[src/rtl/imm_encode_seq_pkg.sv]
// rtl/imm_encode_seq_pkg.sv - shared constants, opcodes and FSM encoding for the immediate encoder
package imm_encode_seq_pkg;

    localparam int WORD_LENGTH = 24;
    localparam int REG_BITS    = 4;
    localparam int OPCODE_BITS = 6;

    // Field positions, MSB-first numbering (bit 0 is the word MSB)
    localparam int OPCODE_POS = 0;
    localparam int REG_POS    = 6;
    localparam int IMM_POS    = 10;

    localparam logic [OPCODE_BITS-1:0] OP_LDI  = 6'h11;
    localparam logic [OPCODE_BITS-1:0] OP_LDIL = 6'h12;
    localparam logic [OPCODE_BITS-1:0] OP_ORIL = 6'h13;

    typedef enum logic [1:0] {
        IDLE        = 2'd0,
        EMIT_FIRST  = 2'd1,
        EMIT_SECOND = 2'd2
    } seq_state_e;

endpackage

[src/rtl/imm_encode_seq_fit_check.sv]
// rtl/imm_encode_seq_fit_check.sv - combinational test whether a word fits the signed short immediate
module imm_fit_check #(
    parameter int WORD_LENGTH = 24,
    parameter int IMM_BITS    = 14
) (
    input  logic [WORD_LENGTH-1:0] value,
    output logic                   fits
);
    localparam int TOP_BITS = WORD_LENGTH - IMM_BITS + 1;

    logic [TOP_BITS-1:0] top;

    // Sign-extension bits plus the immediate's own sign bit must all agree
    assign top  = value[WORD_LENGTH-1 -: TOP_BITS];
    assign fits = (top == '0) || (top == '1);

endmodule

[src/rtl/imm_encode_seq.sv]
// rtl/imm_encode_seq.sv - turns a constant into an LDI or an LDIL/ORIL instruction sequence
module imm_encode_seq #(
    parameter int WORD_LENGTH = imm_encode_seq_pkg::WORD_LENGTH,
    parameter int REG_BITS    = imm_encode_seq_pkg::REG_BITS
) (
    input  logic                   clk,
    input  logic                   rst,
    input  logic                   in_valid,
    output logic                   in_ready,
    input  logic [WORD_LENGTH-1:0] in_value,
    input  logic [REG_BITS-1:0]    in_reg,
    output logic                   out_valid,
    input  logic                   out_ready,
    output logic [WORD_LENGTH-1:0] out_instr,
    output logic                   out_last
);
    import imm_encode_seq_pkg::*;

    localparam int IMM_BITS = WORD_LENGTH - OPCODE_BITS - REG_BITS;
    localparam int LOW_BITS = WORD_LENGTH - IMM_BITS;
    localparam int PAD_BITS = IMM_BITS - LOW_BITS;

    seq_state_e            state;
    logic [LOW_BITS-1:0]   hold_low;
    logic [REG_BITS-1:0]   hold_reg;
    logic                  fits;
    logic                  accept;
    logic [WORD_LENGTH-1:0] first_word;
    logic [WORD_LENGTH-1:0] second_word;

    imm_fit_check #(
        .WORD_LENGTH (WORD_LENGTH),
        .IMM_BITS    (IMM_BITS)
    ) u_fit (
        .value (in_value),
        .fits  (fits)
    );

    // Ready in IDLE and also while the final word is being taken, so streams have no bubble
    assign in_ready = !rst && ((state == IDLE) || (out_valid && out_last && out_ready));
    assign accept   = in_valid && in_ready;

    always_comb begin
        first_word = {OP_LDIL, in_reg, in_value[WORD_LENGTH-1 -: IMM_BITS]};
        if (fits) begin
            first_word = {OP_LDI, in_reg, in_value[IMM_BITS-1:0]};
        end
    end

    assign second_word = {OP_ORIL, hold_reg, {PAD_BITS{1'b0}}, hold_low};

    always_ff @(posedge clk or posedge rst) begin
        if (rst) begin
            state     <= IDLE;
            out_valid <= 1'b0;
            out_last  <= 1'b0;
            out_instr <= '0;
            hold_low  <= '0;
            hold_reg  <= '0;
        end else if (accept) begin
            hold_low  <= in_value[LOW_BITS-1:0];
            hold_reg  <= in_reg;
            out_instr <= first_word;
            out_last  <= fits;
            out_valid <= 1'b1;
            state     <= EMIT_FIRST;
        end else begin
            case (state)
                IDLE: ;
                EMIT_FIRST, EMIT_SECOND: begin
                    if (out_ready) begin
                        if (out_last) begin
                            state     <= IDLE;
                            out_valid <= 1'b0;
                            out_last  <= 1'b0;
                        end else begin
                            state     <= EMIT_SECOND;
                            out_instr <= second_word;
                            out_last  <= 1'b1;
                        end
                    end
                end
                default: begin
                    state     <= IDLE;
                    out_valid <= 1'b0;
                    out_last  <= 1'b0;
                end
            endcase
        end
    end

endmodule

[config.mk]
export PLATFORM = sky130hd
export DESIGN_NAME = imm_encode_seq
export DESIGN_NICKNAME = d
export VERILOG_FILES = /design/src/rtl/imm_encode_seq_pkg.sv /design/src/rtl/imm_encode_seq_fit_check.sv /design/src/rtl/imm_encode_seq.sv
export SDC_FILE = /design/constraint.sdc
export NUM_CORES = 1
export LEC_CHECK = 0
export ABC_AREA = 1
export CORE_MARGIN = 2
export CORE_UTILIZATION = 47
export DETAILED_ROUTE_END_ITERATION = 6
export GPL_ROUTABILITY_DRIVEN = 0
export PLACE_DENSITY = 0.88
export SLEW_MARGIN = 10
export SYNTH_ARGS = -nofsm -noshare
export SYNTH_HDL_FRONTEND = slang
export SYNTH_SLANG_ARGS = --single-unit
[constraint.sdc]
create_clock -name clk -period 2.8 [get_ports clk]
set_input_delay 0.7 -clock clk [delete_from_list [all_inputs] [get_ports clk]]
set_output_delay 0.7 -clock clk [all_outputs]
set_load 0.05 [all_outputs]
## Yosys cells after proc, flatten, opt, wreduce, memory -nomap -nowiden

Cells that the tools add are included.

- Output and inout bits: 27
- Memories kept: 0
- Word-level logic and storage cells: 45
- Memory bits (writable): 0
- Bits of input ports: 32
- Bits in registers: 42
- Memory bits (read-only): 0
- Latch bits: 0

- Magnitude comparators: 0
- Bitwise logic cells: 0
- Divide/modulo/power cells: 0
- Shift operators: 0
- Reductions and logical operators: 15
- Add/subtract/negate cells: 0
- Equality and inequality tests: 7
- Muxes and demuxes: 17
- Multipliers: 0

Operators with widths:

| kind | count |
|---|---|
| 24-bit two-way mux | 4 |
| 20-bit two-way mux | 1 |
| 11-bit == test, second input constant | 1 |
| 11-bit logical NOT | 1 |
| 1-bit two-way mux | 6 |
| 2-bit two-way mux | 3 |
| 3-bit inequality test, second input constant | 2 |
| 3-bit AND reduction | 2 |
| 1-bit logical AND | 4 |
| 1-bit case mux with 2 select lines | 2 |
| 2-bit case mux with 2 select lines | 1 |
| 2-bit nonzero test | 2 |
| 2-bit by 1-bit == test with 1-bit output, second input constant | 1 |
| 2-bit == test, second input constant | 1 |
| 2-bit logical NOT | 1 |
| 1-bit logical OR | 2 |
| 2-bit by 1-bit inequality test with 1-bit output, second input constant | 1 |
| 2-bit inequality test, second input constant | 1 |
| 2-bit AND reduction | 1 |
| 2-bit OR reduction | 1 |
| 1-bit logical NOT | 1 |

## Logic depth before layout (Yosys ltp)

- Depth in word-level cells: 7
- Gate-level depth with buffers: 12
- Gate-level depth less buffers: 11

## By module

Synthesis repeated with hierarchy kept, for this count alone.

- Cell total of the unflattened synthesis: 272
- Area, all modules: 2,018.2 µm²

By module, submodules not included:

| module | sequential area each (µm²) | cells an instance | area an instance (µm²) | instances |
|---|---|---|---|---|
| imm_encode_seq | 975.9 | 251 | 1,935.6 | 1 |
| imm_fit_check | 0.0 | 21 | 82.6 | 1 |

## Least setup slack after synthesis

No wires, ideal clock.

- Path type: input to output
- Start point: in rst
- End point: out in_ready
- Buffers on the path: 0
- Slack: -0.046 ns
- Arrival time: 2.146 ns
- Data required time: 2.100 ns
- Stages: 3
- Path through: inv_1 nand2_2 inv_1

- Word-level cells in the longest chain between the ends: 2

RTL lines:

| item | RTL line | text |
|---|---|---|
| start, declared | imm_encode_seq.sv:7 | `input logic rst,` |
| 1-bit logical NOT (no source line) | - |  |
| 1-bit logical AND | imm_encode_seq.sv:40 | `assign in_ready = !rst && ((state == IDLE) \|\| (out_valid && out_last && out_ready));` |
| end, declared | imm_encode_seq.sv:9 | `output logic in_ready,` |

Every way passes these cells.

## Worst setup path after layout

Ends and elaborated chain as after synthesis.

==> out/results.ini <==
[sta]
maxSlewViolCount=0
rsz0062_at_grt=no
maxSlewHeadroom_pct=65.2
max_slew.worst_pin.slew_ns=0.521
final-setup-viol-count=0
setup_tns_ns=0
max_freq_mhz=414
clock_skew_ns=0.00388
period_needed_ns=2.42
finalHoldViolations=0
post-route-period-util_pct=86.3

[synth]
ys_seq_area_share_pct=49.6
yosysTopAreaCell=dfrtp_1
synth.distinct_cells=26
ys_top_cells_by_area=dfrtp_1 50%, nand2_1 15%, nand3_1 6.6%
synth.ff_latch_count=39
avgSynthCellArea_um2=8.04
synth_cells=245
synth.cell_area_um2=1970
yosysWarnings=0
yosysTopAreaCellShare_pct=49.6

[clock_network]
cts_tree=yes
numCtsBuffers=5
post_cts_buffers=0
cts_resized=0
cts-htree-levels=2
root_buffer=clkbuf_8
cts_buffer_depth=2
insertion_delay_ns=0.29
ctsHoldBuffers=0
cts.sinks=39
clk_pin_slew_ns=0.07

[finish]
final_nets=331
layout_commonest_cell=nand2_1
diodes=0
layout_common_cells=77 x nand2_1, 54 x clkdlybuf4s50_1, 39 x dfrtp_1
final_util_pct=64.3
instances_no_fill=349
synthToLayoutAreaGrowth_pct=31.6
num-fill-cells=341
largest_register_ffs=21
final_layout_size_suffix_gt1_share_pct=7.36

[floorplanning]
die-height_um=68.7
ios=59
start_util_pct=48.9
fp.coreArea_um2=4030
die_area_um2=4720
rows=23
fp.dieW_um=68.7

[setup_path]
cp_max_fo=2
start_kind=input port
critPathRequiredTime_ns=2.10
crit_path_start=rst
worstSetupPathType=in -> out
r2r-start=state[1]
crit_path_end_kind=output pin
critPathArrivalTime_ns=1.72

[routing]
firstDrtPassIters=4
avgViaCountPerCell=4.99
drc=0
drt_iter0_markers=143
wl_per_cell_um=12.6
vias=1743
ant_nets=0
wl_um=4410

[min_path]
hold_class=reg -> reg
hold_start=hold_low[2]

[grt]
grt_pass1_wl_um=7070
overflow=0
grt_use_total_pct=20.5
grt_max_degree=40
grt_pass1_vias=1578
grt_antenna_before_repair=0

[outcome]
status=complete, no violations

[flow_run]
max_cap_violations=0

[power_and_ir_drop]
p_per_area_nw_per_um2=1170
vdd_drop_max_mv=0.621
p_leak_nw=1.24

[placed_design]
dpl.hpwl_um=3230
io_buffers=55
place_inst=341

[per-stage QoR]
step	worst slack (ns)	power (mW)	hold WS, ns	cell area (um^2)
after CTS	0.367	3.06	0.471	2590
final	0.383	3.04	0.469	2590
after global placement	0.392	2.65	0.448	2510
after floorplan	0.258	2.21	0.436	1980
after global routing	0.315	3.26	0.486	2590
after detailed placement	0.320	2.70	0.453	2510
[logic make-up after synthesis]
logic type | after synthesis | synth area share [%]
AOI/OAI and AO/OA | 20 | 5.40
buffers and inverters | 39 | 10.4
DFF | 39 | 49.6
adders and majority gates | 1 | 0.635
and+or+nand+nor | 145 | 33.9
other | 1 | 0.190
[layout make-up]
class | instances | area, um^2 | area share, %
Clock buffer | 7 | 76.3 | 2.95
Clock inverter | 1 | 5.00 | 0.193
Inverter | 24 | 96.3 | 3.72
Multi-Input combinational cell | 169 | 797 | 30.8
Sequential cell | 39 | 976 | 37.7
Tap cell | 50 | 62.6 | 2.41
Timing Repair Buffer | 59 | 578 | 22.3
[synthesized netlist by cell type (all sizes together)]
| cell type | number |
|---|---|
| clkbuf | 3 |
| o21ai | 14 |
| nand3 | 26 |
| nor2 | 17 |
| nand4 | 10 |
| o22ai | 1 |
| a21oi | 1 |
| nor3 | 1 |
| conb | 1 |
| dfrtp | 39 |
| or2 | 11 |
| inv | 24 |
| ha | 1 |
| a31oi | 4 |
| nand2 | 80 |
| buf | 12 |
[worst max-delay path, stage by stage]
cell             delay (ns)
clkdlybuf4s50_1        0.51
clkinvlp_4             0.13
nand2_2                0.14
inv_1                  0.06
buf_4                  0.18
[layer usage]
layer	part of all wire, %	wire [um]	track usage (%)
met2	47	2090	32.5
met3	6.8	302	4.87
met5	0	0	0
met1	44	1920	26.6
met4	2.2	96	9.31
[power breakdown]
part | internal, mW | switching, mW
Clock | 0.175 | 0.185
Sequential | 0.836 | 0.128
Combinational | 0.590 | 1.12
Total | 1.60 | 1.44
[path summary, 6_finish.rpt]
check	endpoint	slack [ns]	cells past startpoint
max	in_ready	0.38	5
min	hold_low[2]	0.47	2
max reg2reg	out_instr[9]	0.97	7
min reg2reg	hold_low[2]	0.47	2
max in group asynchronous	hold_low[7]	1.52	3
min in group asynchronous	hold_reg[3]	0.95	3
Note: power is estimated with default switching activity, not from simulation.
==> RTL edit 1, RTL diff (same settings) <==
`WORD_LENGTH` is set to 24 in 2 places; all go to 48.
--- a/src/rtl/imm_encode_seq_pkg.sv
+++ b/src/rtl/imm_encode_seq_pkg.sv
@@ -1,7 +1,7 @@
 // rtl/imm_encode_seq_pkg.sv - shared constants, opcodes and FSM encoding for the immediate encoder
 package imm_encode_seq_pkg;
 
-    localparam int WORD_LENGTH = 24;
+    localparam int WORD_LENGTH = 48;
     localparam int REG_BITS    = 4;
     localparam int OPCODE_BITS = 6;
 
--- a/src/rtl/imm_encode_seq_fit_check.sv
+++ b/src/rtl/imm_encode_seq_fit_check.sv
@@ -1,6 +1,6 @@
 // rtl/imm_encode_seq_fit_check.sv - combinational test whether a word fits the signed short immediate
 module imm_fit_check #(
-    parameter int WORD_LENGTH = 24,
+    parameter int WORD_LENGTH = 48,
     parameter int IMM_BITS    = 14
 ) (
     input  logic [WORD_LENGTH-1:0] value,
Ports: changed (resized in_value and out_instr); port bits go from 59 to 107. No check against the original RTL was run, so the function may have changed too.
==> RTL edit 1 against the original RTL <==
Clock power rose by 140%. Register-to-register slack got worse by 0.20 ns. Routed wire length rose by 93%. Final area rose by 65%. Largest power group unchanged. Worst hold slack got worse by 0.0020 ns. Sequential share of layout area fell by 0.69 points. Sequential cell count rose by 24. Worst setup slack got worse by 0.069 ns. Via count rose by 65%. Highest routed layer unchanged. Synthesized cell count rose by 50%. Area after synthesis rose by 53%. Utilization rose by 3.6 points. Total power rose by 83%.
==> RTL edit 1: results (changes against the original RTL) <==
[status]
status=completed

[drt]
wl_per_cell_um=15.5  ; +23%
first_pass_iters=4  ; unchanged
num_vias=2874  ; +65%

[clocking]
clockBufferDepth=2  ; unchanged
htree_levels=3  ; +1
clk_latency_ns=0.35  ; +0.06 ns

[logic_synthesis]
synth-main-ff-cell=dfrtp_1
yosysSeqAreaShare_pct=52.2  ; +2.7 points
yosys-top-cells-area=dfrtp_1 52%, nand2_1 18%, nand3_1 8.0%
ys_ff_latch=63  ; +62%
synth_top_cells_by_count=145 x nand2_1, 63 x dfrtp_1, 48 x nand3_1, 18 x inv_1, 16 x o21ai_0
ys_types=30  ; +15%

[finish]
fill_cells=470  ; +38%
buffer_area_share_pct=24.6  ; +2.3 points
register_area_um2=1580  ; +62%
n_all_buffers=106  ; +80%
nets=523  ; +58%
multi_input_cells=264  ; +56%
clock_area_share_pct=5.16  ; +2.0 points
inverters_excl_clock=22  ; -8.3%
clockBufferCount=9  ; +2

[sta]
finalClockSkew_ns=0.00745  ; +0.00356 ns
worst_pin_slew_ns=0.785  ; +0.264 ns

[place]
hpwl_um=6100  ; +89%
portBuffers=103  ; +87%
placed_cell_area_um2=4040  ; +61%

[pwr]
vdd_drop_max_uv=911  ; +47%
pg_comb_w=0.00308  ; +80%
leakagePower_nw=1.95  ; +57%
powerSeq_w=0.00161  ; +67%
p_switching_w=0.00270  ; +88%

[worst_setup_path]
path_max_fanout=3  ; +1
critPathArrivalTime_ns=1.79  ; +0.07 ns

[floorplanning]
dieArea_um2=7080  ; +50%

[global_route]
grt_pass1_wl_um=13800  ; +95%
grtUsageMet1_pct=32.0  ; +5.3 points
grtUsageTotal_pct=25.0  ; +4.5 points
grt_max_degree=64  ; +60%

RTL edit 1: path summary, 6_finish.rpt:
check | start | end | slack [ns] | cells after the start
worst max-delay path | out_ready | in_ready | 0.31 | 6
worst min-delay path | out_instr[46]$_DFFE_PP0P_ | out_instr[46]$_DFFE_PP0P_ | 0.47 | 1
worst max register to register | state[0]$_DFFE_PP0P_ | out_instr[10]$_DFFE_PP0P_ | 0.77 | 9
worst min register to register | out_instr[46]$_DFFE_PP0P_ | out_instr[46]$_DFFE_PP0P_ | 0.47 | 1
max in group asynchronous | rst | out_instr[9]$_DFFE_PP0P_ | 1.28 | 3
min in group asynchronous | rst | out_instr[10]$_DFFE_PP0P_ | 1.01 | 3
RTL edit 1: cells by family (layout without fill, tap and decap cells):
group | count (synthesis) | count (layout) | synth area share [%]
other | 1 | 3 | 0.124
flip-flops | 63 | 63 | 52.2
AO/OA/AOI/OAI | 23 | 23 | 4.14
AND/OR/NAND/NOR | 237 | 237 | 35.7
buffers and inverters | 43 | 144 | 7.42
adder cells (fa/ha/maj) | 1 | 1 | 0.414
RTL edit 1: per-layer routing:
layer  up-vias  wire, um
met5         -         0
met4         0       339
met3        29       531
met2       131      4130
met1      1348      3500
li1       1366         -
RTL edit 1: through the flow:
stage / hold WS (ns) / instances / setup slack, ns / util, % / power (W)
after floorplan: 0.436 / 370 / 0.0438 / - / 0.00368
after global placement: 0.448 / 532 / 0.219 / 64.4 / 0.00460
after detailed placement: 0.453 / 532 / 0.160 / 64.4 / 0.00469
after CTS: 0.472 / 548 / 0.293 / 67.9 / 0.00559
after global routing: 0.492 / 548 / 0.266 / 67.9 / 0.00587
final: 0.467 / 548 / 0.315 / 67.9 / 0.00557
==> RTL edit 2, RTL diff (config.mk and constraints unchanged) <==
Without the edit above. Make the reset (`rst`) synchronous in one clocked block.
--- a/src/rtl/imm_encode_seq.sv
+++ b/src/rtl/imm_encode_seq.sv
@@ -49,7 +49,7 @@
 
     assign second_word = {OP_ORIL, hold_reg, {PAD_BITS{1'b0}}, hold_low};
 
-    always_ff @(posedge clk or posedge rst) begin
+    always_ff @(posedge clk) begin
         if (rst) begin
             state     <= IDLE;
             out_valid <= 1'b0;
Function: differs if rst is asserted again (counterexample within 4 cycles, from zero or initial values and one cycle with rst high); with rst held inactive, the same outputs for 10 cycles.
==> RTL edit 2 against the original RTL <==
Worst setup slack worse by 0.033 ns. Final cell count is 3.7% higher. First-iteration DRC count is 41% higher. Non-clock buffer count is 6 higher. Area after synthesis is 6.2% lower. Clock skew is 0.0078 ns higher. Die area is 5.9% lower. Final area is 1.9% lower. Sequential cell count stayed put. Routed wire length is 5.6% higher. Largest cell class is now multi-input gates. Global-route usage is 1.9 points higher. Synthesized cell count is 5.3% higher.
Power is not compared: it rests on default switching activity, and its combinational part moved more than twofold at a synthesized area within 25%.
==> RTL edit 2: results (changes against the original RTL) <==
[place]
portBuffers=55  ; unchanged
hpwl_um=3390  ; +4.8%

[drt]
wl_per_cell_um=12.9  ; +1.8%
drc=0  ; unchanged
vias_per_cell=5.20  ; +4.2%
drtIter0Drc=201  ; +41%

[clocking]
cts-resized-gates=0  ; unchanged
clockRootBuffer=clkbuf_8
postCtsSetupBuffers=0  ; unchanged
clockBufferDepth=2  ; unchanged

[status]
status=completed

[global_route]
grt_pass1_wl_um=7650  ; +8.2%
grtUsageTotal_pct=22.4  ; +1.9 points
grt_max_degree=20  ; -50%
grt_pass1_vias=1732  ; +9.8%

[pwr]
leakagePower_nw=1.15
vdd_drop_max_uv=509
swShare_pct=32.6

[logic_synthesis]
yosysSeqAreaShare_pct=42.3  ; -7.3 points
synth-main-ff-cell=dfxtp_1
yosys-top-cells-area=dfxtp_1 42%, nand2_1 16%, nand4_1 6.8%
ys_types=29  ; +12%
synth_top_cells_by_count=79 x nand2_1, 39 x dfxtp_1, 20 x nand4_1, 17 x nand3_1, 17 x nor2_1
async_flop_share_pct=0  ; -100 points

[sta]
slew_headroom_pct=64.1  ; -1.0 points
finalClockSkew_ns=0.0116  ; +0.00776 ns

[worst_setup_path]
path_max_fanout=3  ; +1

[finish]
nets=346  ; +4.5%
drive_gt1_share_pct=10.8  ; +3.5 points

-- RTL edit 2: cell types whose count changed in the layout (fill, tap and decap cells not counted), moves of 5 or more --
cell / change
inv_1: -5
nand3_1: -9
buf_4: +5
dfrtp_1: -39
or2_1: -8
a21oi_1: +11
dfxtp_1: +39
nand4_1: +10
-- RTL edit 2: cell type report --
class	instances	area (um^2)
Sequential cell	39	781
Clock inverter	3	43.8
Timing Repair Buffer	65	636
Inverter	18	67.6
Fill cell	326	1170
Multi-Input combinational cell	184	885
Clock buffer	5	68.8
Tap cell	48	60.1
-- RTL edit 2: layer usage --
layer	wire, um	track usage [%]	vias to the layer above
li1	-	-	947
met1	2160	30.3	856
met2	2110	34.8	74
met3	335	6.25	6
met4	44	6.38	0
met5	0	0	-
-- RTL edit 2: worst max-delay path: cells and delay by family --
kind | cells | cell delay (ns)
buffers and inverters | 3 | 0.75
AND/OR/NAND/NOR | 3 | 0.30
-- RTL edit 2: path summary, 6_finish.rpt --
check                             startpoint                    endpoint  slack (ns)  cells after the start
setup / recovery                   out_ready                    in_ready        0.35                      6
hold / removal    out_instr[13]$_SDFFE_PP0P_  out_instr[13]$_SDFFE_PP0P_        0.47                      2
setup reg to reg       state[1]$_SDFFE_PP0P_   out_instr[4]$_SDFFE_PP0P_        1.04                     11
hold reg to reg   out_instr[13]$_SDFFE_PP0P_  out_instr[13]$_SDFFE_PP0P_        0.47                      2
-- RTL edit 2: metrics by stage --
step	setup WS, ns	cells	total power, W	utilization (%)	cell area, um^2
after floorplan	0.478	260	0.000909	-	1850
after global placement	0.368	354	0.00105	65.4	2430
after detailed placement	0.346	354	0.00106	65.4	2430
after CTS	0.341	362	0.00153	68.4	2540
after global routing	0.287	362	0.00159	68.4	2540
final	0.351	362	0.00152	68.4	2540
-- RTL edit 2: power groups by stage --
stage,sequential (W),clock (W),combinational (W)
2_1_floorplan,0.000737,0,0.000172
3_3_place_gp,0.000634,0,0.000418
3_5_place_dp,0.000634,0,0.000423
4_1_cts,0.000622,0.000477,0.000427
5_1_grt,0.000627,0.000502,0.000459
6_report,0.000622,0.000468,0.000428
-- RTL edit 2: cells by family after synthesis --
family / count (synthesis) / share of synthesized area [%]
compound gates: 33 / 10.8
fa+ha+maj: 1 / 0.677
flops: 39 / 42.3
simple gates: 147 / 35.8
buf+inv: 37 / 10.2
other cells: 1 / 0.203
